## src/rtl/csa_resolver_if.sv

```systemverilog
// rtl/csa_resolver_if.sv - carry-save pair in / resolved result out handshake bundle
interface csa_resolver_if #(
    parameter int WIDTH = 35
);
    logic             in_valid;
    logic             in_ready;
    logic [WIDTH-1:0] in_sum;
    logic [WIDTH-1:0] in_carry;
    logic             out_valid;
    logic             out_ready;
    logic [WIDTH-1:0] res;
    logic             ovf;

    // Producer/consumer side: drives the pair and the result acceptance
    modport master (
        output in_valid,
        output in_sum,
        output in_carry,
        output out_ready,
        input  in_ready,
        input  out_valid,
        input  res,
        input  ovf
    );

    // Resolver side
    modport slave (
        input  in_valid,
        input  in_sum,
        input  in_carry,
        input  out_ready,
        output in_ready,
        output out_valid,
        output res,
        output ovf
    );
endinterface

```

## src/rtl/csa_resolver.sv

```systemverilog
// rtl/csa_resolver.sv - chunk-serial carry-propagate resolver for carry-save pairs
module csa_resolver #(
    parameter int WIDTH = 35,
    parameter int CHUNK = 7
) (
    input logic           clk,
    input logic           rst,
    csa_resolver_if.slave bus
);
    localparam int NCHUNK = WIDTH / CHUNK;
    localparam int CNT_W  = (NCHUNK > 1) ? $clog2(NCHUNK) : 1;
    localparam logic [CNT_W-1:0] LAST_CNT = CNT_W'(NCHUNK - 1);

    typedef enum logic [1:0] {
        S_IDLE,
        S_RUN,
        S_DONE
    } state_t;

    state_t           r_state;
    state_t           w_state_nxt;

    // A holds the sum vector, B the carry vector already shifted to its true weight;
    // hi is the carry bit that falls off the top when B is formed.
    logic [WIDTH-1:0] r_a;
    logic [WIDTH-1:0] r_b;
    logic [WIDTH-1:0] r_res;
    logic             r_hi;
    logic             r_cy;
    logic             r_ovf;
    logic [CNT_W-1:0] r_cnt;

    logic             w_in_ready;
    logic             w_out_valid;
    logic             w_accept;
    logic             w_last;
    logic [CHUNK-1:0] w_a_chunk;
    logic [CHUNK-1:0] w_b_chunk;
    logic [CHUNK-1:0] w_res_chunk;
    logic             w_cy_out;

    assign w_accept = bus.in_valid & w_in_ready;
    assign w_last   = (r_state == S_RUN) && (r_cnt == LAST_CNT);

    // State register
    always_ff @(posedge clk or posedge rst) begin
        if (rst) begin
            r_state <= S_IDLE;
        end else begin
            r_state <= w_state_nxt;
        end
    end

    // Next-state and handshake outputs; DONE passes out_ready through so a new
    // pair can be taken on the same edge the result is consumed
    always_comb begin
        w_state_nxt = r_state;
        w_in_ready  = 1'b0;
        w_out_valid = 1'b0;
        case (r_state)
            S_IDLE: begin
                w_in_ready = 1'b1;
                if (bus.in_valid) begin
                    w_state_nxt = S_RUN;
                end
            end
            S_RUN: begin
                if (r_cnt == LAST_CNT) begin
                    w_state_nxt = S_DONE;
                end
            end
            S_DONE: begin
                w_out_valid = 1'b1;
                w_in_ready  = bus.out_ready;
                if (bus.out_ready) begin
                    w_state_nxt = bus.in_valid ? S_RUN : S_IDLE;
                end
            end
            default: begin
                w_state_nxt = S_IDLE;
            end
        endcase
    end

    // Select the operand slices for the chunk currently being resolved
    always_comb begin
        w_a_chunk = '0;
        w_b_chunk = '0;
        for (int k = 0; k < NCHUNK; k++) begin
            if (r_cnt == CNT_W'(k)) begin
                w_a_chunk = r_a[k*CHUNK +: CHUNK];
                w_b_chunk = r_b[k*CHUNK +: CHUNK];
            end
        end
    end

    // Narrow ripple adder: one chunk plus the carry left over from the previous chunk
    assign {w_cy_out, w_res_chunk} = {1'b0, w_a_chunk} + {1'b0, w_b_chunk}
                                   + {{CHUNK{1'b0}}, r_cy};

    // Operand capture on accept, then one chunk written per RUN cycle
    always_ff @(posedge clk or posedge rst) begin
        if (rst) begin
            r_a   <= '0;
            r_b   <= '0;
            r_hi  <= 1'b0;
            r_cy  <= 1'b0;
            r_cnt <= '0;
            r_res <= '0;
            r_ovf <= 1'b0;
        end else if (w_accept) begin
            r_a   <= bus.in_sum;
            r_b   <= {bus.in_carry[WIDTH-2:0], 1'b0};
            r_hi  <= bus.in_carry[WIDTH-1];
            r_cy  <= 1'b0;
            r_cnt <= '0;
        end else if (r_state == S_RUN) begin
            for (int k = 0; k < NCHUNK; k++) begin
                if (r_cnt == CNT_W'(k)) begin
                    r_res[k*CHUNK +: CHUNK] <= w_res_chunk;
                end
            end
            r_cy  <= w_cy_out;
            r_cnt <= r_cnt + CNT_W'(1);
            // The top chunk's carry-out and the dropped carry bit both mean the
            // exact value reached 2^WIDTH
            if (w_last) begin
                r_ovf <= w_cy_out | r_hi;
            end
        end
    end

    assign bus.in_ready  = w_in_ready;
    assign bus.out_valid = w_out_valid;
    assign bus.res       = r_res;
    assign bus.ovf       = r_ovf;
endmodule
```

## src/flat_wrapper.sv

```systemverilog
// flat-port wrapper written by rule: the top's interface ports become plain ports
module csa_resolver_flat 
#(
    parameter int WIDTH = 35,
    parameter int CHUNK = 7
)
  (clk, rst, bus_in_valid, bus_in_sum, bus_in_carry, bus_out_ready, bus_in_ready, bus_out_valid, bus_res, bus_ovf);
  csa_resolver_if #(.WIDTH(WIDTH)) bus_i ();
  input logic clk;
  input logic rst;
  input wire logic [$bits(bus_i.in_valid)-1:0] bus_in_valid;
  input wire logic [$bits(bus_i.in_sum)-1:0] bus_in_sum;
  input wire logic [$bits(bus_i.in_carry)-1:0] bus_in_carry;
  input wire logic [$bits(bus_i.out_ready)-1:0] bus_out_ready;
  output wire logic [$bits(bus_i.in_ready)-1:0] bus_in_ready;
  output wire logic [$bits(bus_i.out_valid)-1:0] bus_out_valid;
  output wire logic [$bits(bus_i.res)-1:0] bus_res;
  output wire logic [$bits(bus_i.ovf)-1:0] bus_ovf;
  assign bus_i.in_valid = bus_in_valid;
  assign bus_i.in_sum = bus_in_sum;
  assign bus_i.in_carry = bus_in_carry;
  assign bus_i.out_ready = bus_out_ready;
  assign bus_in_ready = bus_i.in_ready;
  assign bus_out_valid = bus_i.out_valid;
  assign bus_res = bus_i.res;
  assign bus_ovf = bus_i.ovf;
  csa_resolver #(.WIDTH(WIDTH), .CHUNK(CHUNK)) u_core (.clk(clk), .rst(rst), .bus(bus_i));
endmodule
```

## config.mk

```make
export PLATFORM = sky130hd
export DESIGN_NAME = csa_resolver_flat
export DESIGN_NICKNAME = d
export VERILOG_FILES = /design/src/rtl/csa_resolver_if.sv /design/src/rtl/csa_resolver.sv /design/src/flat_wrapper.sv
export SDC_FILE = /design/constraint.sdc
export NUM_CORES = 1
export LEC_CHECK = 0
export CORE_AREA = 3 3 97 169
export CTS_CLUSTER_SIZE = 25
export DETAILED_ROUTE_END_ITERATION = 8
export DIE_AREA = 0 0 100 172
export HOLD_SLACK_MARGIN = 0.1
export SLEW_MARGIN = 5
export SYNTH_ARGS = -nofsm -noshare
export SYNTH_HDL_FRONTEND = slang
export SYNTH_SLANG_ARGS = --single-unit
```

## constraint.sdc

```tcl
create_clock -name clk -period 5.15 [get_ports clk]
set_input_delay 1.03 -clock clk [delete_from_list [all_inputs] [get_ports clk]]
set_output_delay 1.03 -clock clk [all_outputs]
set_load 0.05 [all_outputs]
```

==> impl_metrics.env <==
export IMPL_cts_htree_levels=3
export IMPL_dp_cells=774
export IMPL_rows=60
export IMPL_root_buffer="clkbuf_16"
export IMPL_syn_area_um2=5290
export IMPL_pin_count=112
export IMPL_port_buffers=111
export IMPL_clock_latency_ns=0.35
export IMPL_status="finished clean"
export IMPL_power_per_cell_area_nw_per_um2=745.5
export IMPL_critPathTopFamily="adder cells"
export IMPL_finClkSkew_ns=0.01071
export IMPL_rsz0062_at_grt="false"
export IMPL_clock_fmax_ghz=0.2388
export IMPL_cts_tree="done"
export IMPL_cp_buffers_inverters=2
export IMPL_die_area_um2=17200
export IMPL_period_minus_slack_ns=4.187
export IMPL_clk_pin_slew_ns=0.07
export IMPL_slew_headroom_pct=18.84
export IMPL_fin_setup_tns_ns=0
export IMPL_drive_above_1_share_pct=9.768
export IMPL_holdPathStages=2
export IMPL_synth_edf_count=0
export IMPL_finalSetupViolCount=0
export IMPL_nNetsFinal=686
export IMPL_grt_pass1_wl_um=20800
export IMPL_worstPathMaxFanout=18
export IMPL_slew_violations=0
export IMPL_syn_num_nets=593
export IMPL_cts_sinks=112
export IMPL_maxCapViolCount=0
export IMPL_final_cells=790
export IMPL_place_hpwl_um=9807
export IMPL_synth_flop_cell="dfrtp_1"
export IMPL_gp_congestion=0.8818
export IMPL_drc=0
export IMPL_cts_inserted_buffers=9
export IMPL_ys_warn_count=0
export IMPL_die_y_um=172
export IMPL_p_leak_uw=0.003049
export IMPL_vias=3843
export IMPL_drtIter0Drc=174
export IMPL_grt_pass1_vias=3943
export IMPL_grt_max_degree=72
export IMPL_slowest_delay_ns=0.63
export IMPL_yosysUniqueCellTypes=42
export IMPL_antennaDiodeCount=0
export IMPL_syn_to_final_growth_pct=27.08
export IMPL_syn_instance_count=506
export IMPL_fillCellCount=1479
export IMPL_ys_seq_elements=112
export IMPL_gr_total_overflow=0
export IMPL_cts_max_path_buffers=2
export IMPL_r2r_end="u_core.bus.res[6]"
export IMPL_coreArea_um2=15240
export IMPL_cp_data_required_time_ns=5.36
export IMPL_via_per_inst=4.865
export IMPL_ant_nets=0
export IMPL_seq_area_frac_synth_pct=52.98
export IMPL_arrival_ns=4.40
export IMPL_crit_path_start="u_core.r_cnt[1]"
export IMPL_reg2regPathDepth=13
export IMPL_ir_drop_uv=478.1
export IMPL_finalCritPeriodShare_pct=81.31
export IMPL_start_util_pct=34.71
export IMPL_ys_async_sr_fraction_pct=100.0
export IMPL_min_from="u_core.r_b[17]"
export IMPL_cts_setup_buffers=0
export IMPL_setup_worst_path_class="flip-flop to flip-flop"
export IMPL_antenna_found_initial=0
export IMPL_cpMaxStageDelayCell="and2_1"
export IMPL_design_area_um2=6723
export IMPL_syn_area_per_cell_um2=10.45
export IMPL_hp_class="flip-flop to flip-flop"
export IMPL_grt_use_total_pct=15.54
export IMPL_routed_wl_um=12900
export IMPL_fp_dieW_um=100
export IMPL_crit_chain="inv_1 -> ha_1 -> and2_1 -> nor2b_1 -> a222oi_1 -> fa_1 -> inv_1 -> fa_1 -> a211oi_1 -> o21bai_1 -> a21oi_2 -> xor2_2 -> o21ai_1"
export IMPL_worst_pin_slew_ns=1.214
export IMPL_dr_pass1_iters=4
export IMPL_rr_startpoint="u_core.r_cnt[1]"
export IMPL_dpl_cell_area_um2=6436
export IMPL_hold_violations=0
export IMPL_min_to="u_core.r_b[17]"
export IMPL_rrSetupSlack_ns=0.96
export IMPL_critical_path_endpoint_type="flip-flop"
export IMPL_cts_repair_resized=0
export IMPL_crit_path_start_kind="flip-flop"
export IMPL_postCtsHoldBufs=0
export IMPL_wl_per_cell_um=16.33
-- synth_stat cells, types with 7 or more instances --
cell type    n  share of area, %
nand2_1    162                11
o21ai_1     41               3.9
buf_2       10              0.95
o21ai_0      9              0.85
dfrtp_1    112                53
ha_1        11               2.6
buf_6       11               2.3
mux2_4      32               9.1
a22o_1       8               1.3
inv_1        7              0.50
clkbuf_1     8              0.57
a21oi_1     22               2.1
mux2_1       9               1.9
nor2_1      11              0.78
-- cells by family (layout without fill, tap and decap cells) --
group / Yosys count / in the layout / share of synthesized area [%]
mux: 41 / 41 / 11.00
compound gates: 105 / 105 / 12.23
xor+xnor: 4 / 4 / 0.9463
buf+inv: 37 / 135 / 4.423
flops: 112 / 112 / 52.98
fa+ha+maj: 13 / 13 / 3.359
simple gates: 194 / 194 / 15.07
-- power breakdown --
group / total [µW] / leakage, µW / internal, µW / switching [µW]
clock: 670 / 0.000140 / 338 / 332
sequential: 1600 / 0.00137 / 1310 / 291
combinational: 2740 / 0.00154 / 1080 / 1660
total: 5010 / 0.00305 / 2730 / 2290
-- metal layers --
layer  global-route usage, %  wire length (µm)  vias up
met5                       0                 0        -
met4                   5.455               252        0
met3                   2.503               467       12
met2                   27.13              6973       87
met1                   19.40              5208     1845
li1                        -                 -     1899
-- registers in the layout, indices dropped and copies added (netlist names) --
| register | count |
|---|---|
| u_core.bus.res | 35 |
| u_core.r_cnt | 3 |
| u_core.r_b | 34 |
| u_core.r_a | 35 |
| u_core.r_hi | 1 |
| u_core.bus.ovf | 1 |
| u_core.r_cy | 1 |
| u_core.r_state | 2 |
-- how the worst max path moves through the flow --
stage                         endpoint  slack, ns  cells past startpoint
global placement    u_core.bus.res[13]       1.20                     13
finish               u_core.bus.res[6]       0.96                     13
detailed placement   u_core.bus.res[6]       0.95                     13
global route         u_core.bus.res[6]       0.57                     13
CTS                  u_core.bus.res[6]       0.93                     13
floorplan               u_core.bus.ovf       1.16                      1
-- cell type report --
type                            instances  area (µm²)  share of cell area [%]
Inverter                                7       28.78                  0.4281
Timing Repair Buffer                  112        1119                   16.64
Clock buffer                            9       225.2                   3.350
Clock inverter                          7       61.31                  0.9120
Tap cell                              186       232.7                   3.462
Multi-Input combinational cell        357        2253                   33.52
Sequential cell                       112        2803                   41.69
-- worst min-delay path: cells and delay by family, from the launching register on --
kind / cells / cell delay, ns
flip-flops: 1 / 0.34
AND/OR/NAND/NOR: 2 / 0.10
-- per-stage QoR --
stage               hold slack (ns)  setup WS [ns]  util, %  power [µW]
global route                 0.5075         0.5674    44.11        5395
floorplan                    0.4446          1.161        -        3600
finish                       0.4790         0.9627    44.11        5012
global placement             0.4633          1.199    42.23        4314
CTS                          0.4818         0.9333    44.11        5061
detailed placement           0.4644         0.9521    42.23        4372
-- cell usage in the layout (no fill, tap or decap), drive strengths merged --
master,n
xnor2,2
ha,11
a32oi,1
or3b,1
a22o,8
clkinvlp,1
nor3b,1
clkbuf,9
a31oi,1
a222oi,1
clkinv,3
o21a,1
and2,2
o21bai,1
inv,10
a221oi,1
a21oi,25
a21o,2
mux2,41
o21ai,50
a221o,6
nor2b,5
nor2,11
xor2,2
dfrtp,112
or2,1
a211oi,1
buf,1
nand3b,6
nand2,162
o31ai,2
nand2b,1
and2b,1
clkdlybuf4s50,111
a22oi,5
fa,2
nand3,3
Note: power is estimated with default switching activity, not from simulation.
